--- src/rtl/elbeth_pipe_pkg.sv ---
// rtl/elbeth_pipe_pkg.sv - shared state encoding, stage widths and control-field offsets
// Optional perf counters in the stage register are enabled with ELBETH_PIPE_PERF_EN.
package elbeth_pipe_pkg;

  typedef enum logic [1:0] {
    EMPTY = 2'd0,
    ONE   = 2'd1,
    FULL  = 2'd2
  } state_t;

  localparam int DEFAULT_PAYLOAD_W = 160;
  localparam int DEFAULT_CTRL_W    = 16;
  localparam int DEFAULT_CNT_W     = 32;

  // Per-stage payload geometry; control bits always sit in the LSBs.
  localparam int IF_ID_PAYLOAD_W   = 96;
  localparam int IF_ID_CTRL_W      = 8;
  localparam int ID_EXS_PAYLOAD_W  = 160;
  localparam int ID_EXS_CTRL_W     = 16;
  localparam int EXS_MEM_PAYLOAD_W = 128;
  localparam int EXS_MEM_CTRL_W    = 16;
  localparam int MEM_WB_PAYLOAD_W  = 80;
  localparam int MEM_WB_CTRL_W     = 8;

  localparam int CTRL_REG_W_BIT     = 0;
  localparam int CTRL_MEM_EN_BIT    = 1;
  localparam int CTRL_MEM_RW_BIT    = 2;
  localparam int CTRL_EXCEPTION_BIT = 3;
  localparam int CTRL_ERET_BIT      = 4;
  localparam int CTRL_CSR_CMD_LSB   = 5;
  localparam int CTRL_CSR_CMD_W     = 3;

  function automatic logic [2:0] csr_cmd_of(input logic [DEFAULT_CTRL_W-1:0] ctrl);
    return ctrl[CTRL_CSR_CMD_LSB +: CTRL_CSR_CMD_W];
  endfunction

endpackage

--- src/rtl/elbeth_sat_counter.sv ---
// rtl/elbeth_sat_counter.sv - saturating up-counter with synchronous clear
module elbeth_sat_counter #(
  parameter int CNT_W = 32
) (
  input  logic             clk,
  input  logic             clr,
  input  logic             inc,
  output logic [CNT_W-1:0] cnt
);

  always_ff @(posedge clk) begin
    if (clr) begin
      cnt <= '0;
    end else if (inc && (cnt != '1)) begin
      cnt <= cnt + {{(CNT_W-1){1'b0}}, 1'b1};
    end
  end

endmodule

--- src/rtl/elbeth_pipe_skid_reg.sv ---
// rtl/elbeth_pipe_skid_reg.sv - handshaked pipeline stage register with two-entry skid buffer
// Perf counters (perf_stall_cnt, perf_flush_cnt) exist only with ELBETH_PIPE_PERF_EN.
module elbeth_pipe_skid_reg
  import elbeth_pipe_pkg::*;
#(
  parameter int PAYLOAD_W = DEFAULT_PAYLOAD_W,
  parameter int CTRL_W    = DEFAULT_CTRL_W
`ifdef ELBETH_PIPE_PERF_EN
  ,
  parameter int CNT_W     = DEFAULT_CNT_W
`endif
) (
  input  logic                 clk,
  input  logic                 rst,
  input  logic                 ctrl_stall,
  input  logic                 ctrl_flush,
  input  logic                 in_valid,
  output logic                 in_ready,
  input  logic [PAYLOAD_W-1:0] in_data,
  output logic                 out_valid,
  input  logic                 out_ready,
  output logic [PAYLOAD_W-1:0] out_data
`ifdef ELBETH_PIPE_PERF_EN
  ,
  output logic [CNT_W-1:0]     perf_stall_cnt,
  output logic [CNT_W-1:0]     perf_flush_cnt
`endif
);

  state_t               state_q;
  logic [PAYLOAD_W-1:0] main_q;
  logic [PAYLOAD_W-1:0] skid_q;
  logic                 in_ready_q;
  logic                 main_v;
  logic                 skid_v;
  logic                 fire_in;
  logic                 fire_out;

  assign main_v    = (state_q == ONE) || (state_q == FULL);
  assign skid_v    = (state_q == FULL);
  assign out_valid = main_v;
  assign out_data  = main_q;
  // in_ready is its own flop, kept equal to ~skid_v, so out_ready never reaches it.
  assign in_ready  = in_ready_q;
  assign fire_out  = main_v & out_ready & ~ctrl_stall;
  assign fire_in   = in_valid & in_ready_q;

  always_ff @(posedge clk) begin
    if (rst) begin
      state_q    <= EMPTY;
      main_q     <= '0;
      skid_q     <= '0;
      in_ready_q <= 1'b1;
    end else if (ctrl_flush) begin
      // Squash: control bits become a bubble, data bits are left untouched.
      state_q                <= EMPTY;
      main_q[CTRL_W-1:0]     <= '0;
      skid_q[CTRL_W-1:0]     <= '0;
      in_ready_q             <= 1'b1;
    end else begin
      case (state_q)
        EMPTY: begin
          if (fire_in) begin
            main_q  <= in_data;
            state_q <= ONE;
          end
        end
        ONE: begin
          if (fire_in && fire_out) begin
            main_q <= in_data;
          end else if (fire_out) begin
            state_q <= EMPTY;
          end else if (fire_in) begin
            skid_q     <= in_data;
            state_q    <= FULL;
            in_ready_q <= 1'b0;
          end
        end
        FULL: begin
          if (fire_out) begin
            main_q     <= skid_q;
            state_q    <= ONE;
            in_ready_q <= 1'b1;
          end
        end
        default: begin
          state_q    <= EMPTY;
          in_ready_q <= 1'b1;
        end
      endcase
    end
  end

`ifdef ELBETH_PIPE_PERF_EN
  elbeth_sat_counter #(.CNT_W(CNT_W)) u_stall_cnt (
    .clk (clk),
    .clr (rst),
    .inc (main_v & ~fire_out & ~ctrl_flush),
    .cnt (perf_stall_cnt)
  );

  elbeth_sat_counter #(.CNT_W(CNT_W)) u_flush_cnt (
    .clk (clk),
    .clr (rst),
    .inc (ctrl_flush & (main_v | skid_v)),
    .cnt (perf_flush_cnt)
  );
`endif

endmodule

--- config.mk ---
export PLATFORM = sky130hd
export DESIGN_NAME = elbeth_pipe_skid_reg
export DESIGN_NICKNAME = d
export VERILOG_FILES = /design/src/rtl/elbeth_pipe_pkg.sv /design/src/rtl/elbeth_sat_counter.sv /design/src/rtl/elbeth_pipe_skid_reg.sv
export SDC_FILE = /design/constraint.sdc
export NUM_CORES = 1
export LEC_CHECK = 0
export BUFFER_PORTS_ARGS = -buffer_cell sky130_fd_sc_hd__buf_4
export CAP_MARGIN = 15
export CORE_MARGIN = 1
export CORE_UTILIZATION = 35
export DETAILED_ROUTE_END_ITERATION = 16
export GPL_TIMING_DRIVEN = 0
export PLACE_DENSITY_LB_ADDON = 0.25
export REMOVE_ABC_BUFFERS = 1
export SYNTH_ARGS = -nofsm -noshare
export SYNTH_HDL_FRONTEND = slang
export SYNTH_HIERARCHICAL = 1
export SYNTH_SLANG_ARGS = --single-unit
--- constraint.sdc ---
create_clock -name clk -period 4.9 [get_ports clk]
set_input_delay 0.245 -clock clk [delete_from_list [all_inputs] [get_ports clk]]
set_output_delay 0.245 -clock clk [all_outputs]
set_load 0.1 [all_outputs]
---- Word-level counts from Yosys, hierarchy flattened ----
Cells that the tools add are included.
operators by class
  multiplexer cells ....................... 15
  equal/unequal tests ..................... 9
  reduce and logical (&&, ||, !) cells .... 11
  bitwise operators ....................... 8
operators by type and width
  operator            count
  $mux 160            3
  $pmux 160 s3        1
  $reduce_and 5->1    3
  $reduce_and 4->1    3
  $mux 2              5
  $ne 2x2->1 const B  4
  $pmux 2 s3          1
  $not 1->1           5
  $mux 1              4
  $ne 2x1->1 const B  2
  $and 1x1->1         3
  $ne 3x3->1 const B  1
  $pmux 1 s3          1
  $reduce_bool 3->1   1
  $eq 2x1->1 const B  1
  $eq 2x2->1 const B  1
  $logic_not 2->1     1
  $reduce_or 2->1     1
  $logic_and 1x1->1   1
  $logic_or 1x1->1    1
word-level totals
  input port bits ......................... 166
  output and inout bits ................... 162
  word-level logic and storage cells ...... 49
  register bits ........................... 323

---- Depth between registers and ports, before layout ----
Gate-level depths: netlist of run 1.
  word-level depth ........................ 7
  mapped depth ............................ 11
  depth with buffers taken out ............ 6

---- Least setup slack after synthesis of run 1 ----
Ideal clock, no wire load.
  path kind ............................... reg2reg
  start point ............................. register state_q[1]
  end point ............................... register main_q[10], in the netlist out_data[10]
  cell stages (with the launch flop) ...... 12
  data arrival time ....................... 2.753 ns
  setup slack ............................. 2.075 ns
  clock period less this slack ............ 2.825 ns
  required time ........................... 4.828 ns
  path buffers ............................ 5
  setup time .............................. 0.072 ns
  path through ............................ dfxtp_1 inv_1 ha_1 nand3b_4 o21a_1 buf_6 buf_6 buf_6 nor3b_2 buf_4 buf_6 mux2i_1
on the way
  cells in the longest elaborated chain, start to end .. 7
  elaborated cells between the ends (all ways) .. 13
  those cells by class .................... eq/ne (5); mux (1); bitwise (2); reduce/logical (5)
ends and longest elaborated chain
  item                                             RTL line                    text
  start: declaration                               elbeth_pipe_skid_reg.sv:30  state_t state_q;
  start signal: assignment                         elbeth_pipe_skid_reg.sv:50  state_q <= EMPTY;
  start signal: assignment                         elbeth_pipe_skid_reg.sv:56  state_q <= EMPTY;
  start signal: assignment                         elbeth_pipe_skid_reg.sv:65  state_q <= ONE;
  $eq 2x1->1 / $eq 2x2->1 (equally long branches)  elbeth_pipe_skid_reg.sv:39  assign main_v = (state_q == ONE) || (state_q == FULL);
  $logic_or 1x1->1 (*)                             elbeth_pipe_skid_reg.sv:39
  named net out_valid                              elbeth_pipe_skid_reg.sv:20  output logic out_valid,
  $and 1x1->1 (*) (2 in a row)                     elbeth_pipe_skid_reg.sv:45  assign fire_out = main_v & out_ready & ~ctrl_stall;
  $logic_and 1x1->1                                elbeth_pipe_skid_reg.sv:69  if (fire_in && fire_out) begin
  $ne 2x1->1 (no line)                             -
  $reduce_and 4->1 (no line) (*)                   -
  end signal: assignment                           elbeth_pipe_skid_reg.sv:64  main_q <= in_data;
  end signal: assignment                           elbeth_pipe_skid_reg.sv:70  main_q <= in_data;
  end signal: assignment                           elbeth_pipe_skid_reg.sv:81  main_q <= skid_q;
  end: declaration                                 elbeth_pipe_skid_reg.sv:31  logic [PAYLOAD_W-1:0] main_q;
Mark *: on every way through the listed nets, which the timed path passes. The rest lies on a longest branch.
A chain may end at the register's enable or synchronous reset.

---- Final worst setup path of run 1 ----
  start point ............................. register state_q[0]
  end point ............................... register main_q[146], in the netlist out_data[146]
on the way
  cells in the longest elaborated chain, start to end .. 7
  elaborated cells between the ends (all ways) .. 13
  those cells by class .................... eq/ne (5); mux (1); bitwise (2); reduce/logical (5)
ends and longest elaborated chain
  item                                             RTL line
  $eq 2x1->1 / $eq 2x2->1 (equally long branches)  elbeth_pipe_skid_reg.sv:39, elbeth_pipe_skid_reg.sv:61
  $logic_or 1x1->1                                 elbeth_pipe_skid_reg.sv:39
  $and 1x1->1 (2 in a row)                         elbeth_pipe_skid_reg.sv:45
  $logic_and 1x1->1                                elbeth_pipe_skid_reg.sv:69
  $ne 2x1->1 (no line)                             -
  $reduce_and 5->1 (no line)                       -
Several ways; a longest one is shown, not always the timed one.

==> results of run 1 <==
## cells in the final DEF (no fill, tap or decap), drive strengths merged, types with 3 or more instances in the layout
cell type / n
nor3: 3
dlygate4sd3: 160
ha: 5
dfxtp: 323
clkbuf: 58
a21oi: 306
inv: 3
mux2i: 161
nor2: 3
o21ai: 144
mux2: 16
nand2: 355
clkinv: 6
buf: 350
or3: 145
## power groups by stage
stage / clock network (mW) / registers (mW) / logic, mW
floorplan: 0 / 3.41 / 0.314
global placement: 0 / 2.83 / 1.29
detailed placement: 0 / 2.84 / 1.31
CTS: 2.76 / 2.78 / 1.42
global route: 2.87 / 2.79 / 1.49
finish: 2.68 / 2.78 / 1.42
## state kept, by name (all words and copies together) (netlist names)
signal and count:
skid_q 160, in_ready 1, out_data 160, state_q 2
## path summary, 6_finish.rpt
check,end,slack [ns],cells past startpoint
setup reg to reg,out_data[146]$_SDFFE_PP0P_,2.00,6
setup / recovery,out_data[146]$_SDFFE_PP0P_,2.00,6
hold / removal,out_data[50]$_SDFFE_PP0P_,0.06,2
hold reg to reg,skid_q[92]$_SDFFE_PP0P_,0.45,2
## cell families (layout without fill, tap and decap cells)
kind of cell | count (synthesis) | in the layout
compound gates | 459 | 459
fa+ha+maj | 5 | 5
buf+inv | 157 | 577
flops | 323 | 323
mux | 177 | 177
other cells | 0 | 1
simple gates | 514 | 514
## layer usage
layer,share of wire [%],routed length [µm],up-vias
li1,-,-,6427
met1,43,17100,5997
met2,47,18600,335
met3,6.9,2720,64
met4,2.5,972,0
met5,0,0,-
## layout make-up
type / count / area, µm² / area share, %
Inverter: 2 / 7.51 / 0.0385
Sequential cell: 323 / 6470 / 33.2
Tap cell: 518 / 648 / 3.33
Timing Repair Buffer: 510 / 4610 / 23.6
Clock buffer: 58 / 1140 / 5.84
Antenna cell: 1 / 2.50 / 0.0128
Multi-Input combinational cell: 1155 / 6570 / 33.7
Clock inverter: 7 / 38.8 / 0.199
## worst reg2reg max path, stage by stage (launching register included)
cell,delay [ns]
dfxtp_1,0.34
inv_1,0.15
ha_4,0.68
a221o_4,0.88
buf_16,0.38
o21ai_0,0.21
a21oi_1,0.18
## repair_timing
action	in CTS	in global routing
hold buffers	160	0
endpoints found under the hold margin	160	0
setup buffers	0	0
endpoints found under the setup margin	0	0
==> out/qor.csv, run 1 <==
stage,metric,value,unit
route,dr.first_iter.drc_count,718,
critical_path,slowest_delay,0.87,ns
critical_path,crit-reg2reg-launch,state_q[0]$_SDFFE_PP0P_,
cts,htreeDepth,2,
global_route,grt_pass1_vias,12352,
timing,post-route-min-period,2.90,ns
synth,synth-adder-area-share,0.455,%
critical_path,criticalPathCategory,flip-flop to flip-flop,
synth,synth.ff_latch_count,323,
critical_path,start_kind,flip-flop,
timing,worst_pin_slew,0.846,ns
synth,synth_common_cells,"354 x nand2_1, 323 x dfxtp_1, 306 x a21oi_1, 161 x mux2i_1, 145 x or3_1",
timing,max_slew_margin,43.4,%
cells_and_area,fill_cells,3630,
synth,muxShareOfSynthArea,13.0,%
placed_design,post_dp_cell_area,0.0167,mm²
placed_design,place_ws,1.99,ns
synth,ys_top_cells_by_area,"dfxtp_1 47%, mux2i_1 12%, a21oi_1 11%",
cts,clkTransAtPathRegs,0.06,ns
synth,yosys.area_share.simple,17.1,%
pwr,sw_frac_of_total,30.7,%
synth,synth-xor-area-share,0,%
route,wl_per_cell,15.3,µm
timing,finalHoldViolCount,0,
worst_hold_path,min_path_type,input pin to flip-flop,
global_route,use_met1,23.2,%
global_route,use_met3,5.24,%
status,status,"finished, final reports clean",
timing,setup_viol,0,
floorplan,die_h,200,µm
critical_path,path_buf_inv,2,
floorplan,rows,72,
cells_and_area,drive_above_1_share,21.0,%
timing,whs,0.0635,ns
global_route,grt.overflow.total,0,
synth,synthArstFlopShare,0,%
pwr,power_leakage,7.16,nW
placed_design,port_buffers,327,
timing,period_share,59.2,%
timing,rsz0062_at_grt,false,
cts,clock_sinks,323,
pwr,p_per_area,353,mW/mm²
pwr,vdd_drop_max,0.000267,V
critical_path,cp-end-kind,flip-flop,
floorplan,initial_core_util,35.5,%
cells_and_area,nets,2200,
floorplan,die_w,200,µm
pwr,pwr-share-seq,40.4,%
global_route,busiest_layer,met2,
floorplan,num_io_pins,328,
synth,syn_inst,1635,
cells_and_area,final_util,50.3,%
cts,cts_resized,0,
floorplan,core,0.0387,mm²
synth,yosysTopAreaCell,dfxtp_1,
global_route,grt_util_met2,31.6,%
global_route,groute.usage.overall,18.9,%
route,vias,12823,
synth,synth_compound_area_share,16.9,%
floorplan,fp.dieArea,0.0401,mm²
cts,clkLatencyLatePin,0.53,ns
pwr,internal_power,4.76,mW
pwr,p_comb_share,20.6,%
route,vias_per_cell,4.98,
flow_run,drv_cap,0,
cts,cts_root_buf,clkbuf_16,
critical_path,worstPathCellList,inv_1 -> ha_4 -> a221o_4 -> buf_16 -> o21ai_0 -> a21oi_1,
cts,clock_path_buffers,3,
placed_design,dp_hpwl,23.7,mm
cells_and_area,finalNonFillerCells,2574,
synth,yosysSeqAreaShare,47.0,%
pwr,power,6.88,mW
synth,ys_types,34,
cells_and_area,fin_area,0.0195,mm²
worst_hold_path,hp-start,rst,
synth,synth_top_family_by_area,simple AND/OR/NAND/NOR gates,
timing,max_freq,0.345,GHz
synth,yosysMostFrequentCell,nand2_1,
synth,yosysTopAreaCellShare,47.0,%
critical_path,crit_required,5.35,ns
global_route,grt_max_degree,128,
cts,cts_buffers,37,
critical_path,critPathLaunch,state_q[0]$_SDFFE_PP0P_,
synth,synth_edf_count,0,
route,drtAntennaViolNets,0,
route,first_pass_iters,5,
timing,tns,0,ns
critical_path,cp_max_fo,99,
timing,finalClockSkew,0.0154,ns
synth,netlist_area,0.0138,mm²
placed_design,place.gp.congestion,0.773,
global_route,grt_antenna_before_repair,1,
route,drc,0,
route,wirelength,39.4,mm
pwr,p_switching,2.11,mW
critical_path,cp_top_family,compound AO/OA/AOI/OAI gates,
critical_path,slowest_stage,a221o_4,
timing,setup_slack,2.00,ns
placed_design,placed_cells,2347,
synth,ys.flop_type,dfxtp_1,
synth,syn_area_per_cell,8.41,µm²
cells_and_area,syn_to_final_growth,41.6,%
timing,drv_slew,0,
cts,tritoncts,yes,
critical_path,crit_arrival,3.35,ns
global_route,grt_first_pass_wirelength,63.3,mm
pwr,p_clk_share,38.9,%
synth,yosys_warnings,6,
No activity file was read; power rests on OpenSTA's default activity.
==> inputs of run 2 (changes only) <==
==> constraint.sdc (replaced) <==
create_clock -name clk -period 2.9 [get_ports clk]
set_input_delay 0.145 -clock clk [delete_from_list [all_inputs] [get_ports clk]]
set_output_delay 0.145 -clock clk [all_outputs]
set_load 0.1 [all_outputs]
==> run 2 against run 1 <==
  * First-iteration DRC count is 6.7% higher
  * Critical path depth up 1
  * Core utilization increased by 0.25 points
  * Maximum frequency is 5.9% higher
  * Highest routed layer unchanged
  * Hold slack improved by 0.0071 ns
  * Die area unchanged
==> out/qor.csv, run 2 (same netlist as run 1, synthesis figures left out) <==
stage,metric,value,unit,change
pwr,vdd_drop_max,0.000450,V,was 0.000267 V
pwr,internal_power,8.06,mW,was 4.76 mW
critical_path,worstPathCellList,inv_1 -> ha_1 -> nand3b_4 -> a221o_4 -> buf_16 -> or3_1 -> a21oi_1,,was inv_1 -> ha_4 -> a221o_4 -> buf_16 -> o21ai_0 -> a21oi_1
timing,max_slew_margin,43.5,%,was 43.4%
cells_and_area,fin_area,0.0196,mm²,was 0.0195 mm²
floorplan,initial_core_util,35.5,%,unchanged
timing,drv_slew,0,,unchanged
timing,post-route-min-period,2.74,ns,was 2.90 ns
floorplan,core,0.0387,mm²,unchanged
timing,rsz0062_at_grt,false,,unchanged
route,vias_per_cell,5.00,,was 4.98
route,dr.first_iter.drc_count,766,,was 718
pwr,p_per_area,595,mW/mm²,was 353 mW/mm²
timing,period_share,94.6,%,was 59.2%
pwr,p_clk_share,38.9,%,about the same
global_route,grt.overflow.total,0,,unchanged
worst_hold_path,min_path_type,input pin to flip-flop,,unchanged
route,drc,0,,unchanged
critical_path,cp_max_fo,107,,was 99
route,vias,12921,,was 12823
timing,max_freq,0.365,GHz,was 0.345 GHz
floorplan,die_w,200,µm,unchanged
cells_and_area,layout_common_cells,"354 x nand2_1, 328 x buf_4, 323 x dfxtp_1, 306 x a21oi_1, 163 x dlygate4sd3_1",,"was 354 x nand2_1, 326 x buf_4, 323 x dfxtp_1, 306 x a21oi_1, 161 x mux2i_1"
placed_design,place_ws,-0.0117,ns,was 1.99 ns
cts,clkLatencyLatePin,0.53,ns,about the same
route,wl_per_cell,15.7,µm,was 15.3 µm
cells_and_area,nets,2208,,was 2200
cts,cts_buffers,37,,unchanged
global_route,groute.usage.overall,19.3,%,was 18.9%
placed_design,place.gp.congestion,0.773,,unchanged
global_route,grt_first_pass_wirelength,64.4,mm,was 63.3 mm
pwr,p_comb_share,20.8,%,was 20.6%
placed_design,post_dp_cell_area,0.0167,mm²,unchanged
cts,clkTransAtPathRegs,0.06,ns,about the same
timing,worst_pin_slew,0.847,ns,was 0.846 ns
route,wirelength,40.5,mm,was 39.4 mm
pwr,sw_frac_of_total,30.8,%,was 30.7%
critical_path,criticalPathCategory,flip-flop to flip-flop,,unchanged
timing,finalHoldViolCount,0,,unchanged
cells_and_area,drive_above_1_share,21.2,%,was 21.0%
route,drtAntennaViolNets,0,,unchanged
cells_and_area,syn_to_final_growth,42.3,%,was 41.6%
critical_path,crit_required,3.36,ns,was 5.35 ns
pwr,pwr-share-seq,40.4,%,about the same
flow_run,drv_cap,0,,unchanged
cts,tritoncts,yes,,unchanged
cts,htreeDepth,2,,unchanged
floorplan,rows,72,,unchanged
floorplan,fp.dieArea,0.0401,mm²,unchanged
critical_path,start_kind,flip-flop,,unchanged
floorplan,die_h,200,µm,unchanged
global_route,grt_max_degree,128,,unchanged
global_route,grt_pass1_vias,12458,,was 12352
pwr,p_switching,3.59,mW,was 2.11 mW
critical_path,crit_arrival,3.20,ns,was 3.35 ns
timing,finalClockSkew,0.0152,ns,was 0.0154 ns
critical_path,cp-end-kind,flip-flop,,unchanged
timing,setup_viol,0,,unchanged
cts,clock_path_buffers,3,,unchanged
critical_path,slowest_stage,a221o_4,,unchanged
cts,clock_sinks,323,,unchanged
floorplan,num_io_pins,328,,unchanged
cts,cts_root_buf,clkbuf_16,,unchanged
global_route,grt_antenna_before_repair,1,,unchanged
placed_design,port_buffers,327,,unchanged
status,status,"finished, final reports clean",,unchanged
critical_path,slowest_delay,0.62,ns,was 0.87 ns
timing,setup_slack,0.158,ns,was 2.00 ns
cells_and_area,layout_commonest_cell,nand2_1,,unchanged
placed_design,dp_hpwl,23.7,mm,unchanged
pwr,power_leakage,7.20,nW,was 7.16 nW
route,first_pass_iters,5,,unchanged
cells_and_area,final_util,50.5,%,was 50.3%
run 2: cell types whose count changed in the layout (fill, tap and decap cells not counted), sizes merged:
| cell | delta |
|---|---|
| buf | +4 |
| a221o | +1 |
| dlygate4sd3 | +3 |
run 2: final cells by class:
class                   count  area [µm²]
fillers                  3617       19200
multi-input cells        1156        6580
clock inverters             7        38.8
clock buffers              58        1140
diodes                      1        2.50
repair buffers            517        4690
flip-flops and latches    323        6470
well taps                 518         648
inverters                   2        7.51
run 2: worst paths after layout:
kind	startpoint	end	slack, ns	cells after the start
worst min register to register	skid_q[92]$_SDFFE_PP0P_	skid_q[92]$_SDFFE_PP0P_	0.45	2
worst min-delay path	ctrl_flush	out_data[0]$_SDFFE_PP0P_	0.07	4
worst max register to register	state_q[0]$_SDFFE_PP0P_	out_data[36]$_SDFFE_PP0P_	0.16	7
worst max-delay path	state_q[0]$_SDFFE_PP0P_	out_data[36]$_SDFFE_PP0P_	0.16	7
run 2: power by group through the flow:
stage / Clock (mW) / Sequential, mW / Combinational (mW)
after CTS: 4.67 / 4.70 / 2.41
after global routing: 4.85 / 4.72 / 2.54
after global placement: 0 / 4.79 / 2.18
after detailed placement: 0 / 4.79 / 2.21
final: 4.53 / 4.70 / 2.42
after floorplan: 0 / 5.76 / 0.531
run 2: routing by layer:
layer	up-vias	GRT usage [%]	part of all wire (%)
met1	6052	23.5	43
met2	355	32.4	47
met3	70	5.26	6.8
met5	-	0	0
li1	6444	-	-
met4	0	7.17	2.8
run 2: repair_timing:
item	CTS	global route
setup endpoints to repair	5	54
setup buffers	0	4
resized for setup	0	0
hold endpoints to repair	202	0
cloned	1	0
hold buffers	163	0
pin swaps	1	2
run 2: worst max-delay path: cells and delay by family (launching register included):
kind / cells / cell delay (ns)
compound gates: 2 / 0.78
flops: 1 / 0.39
buf+inv: 2 / 0.42
simple gates: 2 / 0.59
fa+ha+maj: 1 / 0.38
run 2: per-stage QoR:
| step | hold WS (ns) | std cells | total power [mW] | TNS, ns |
|---|---|---|---|---|
| final | 0.0706 | 2582 | 11.6 | 0 |
| after global routing | 0.0706 | 2582 | 12.1 | 0 |
| after CTS | 0.0212 | 2576 | 11.8 | 0 |
| after detailed placement | 0.409 | 2347 | 7.01 | -0.0245 |
| after global placement | 0.402 | 2325 | 6.97 | -2471.50 |
| after floorplan | 0.214 | 1480 | 6.29 | -1325.01 |
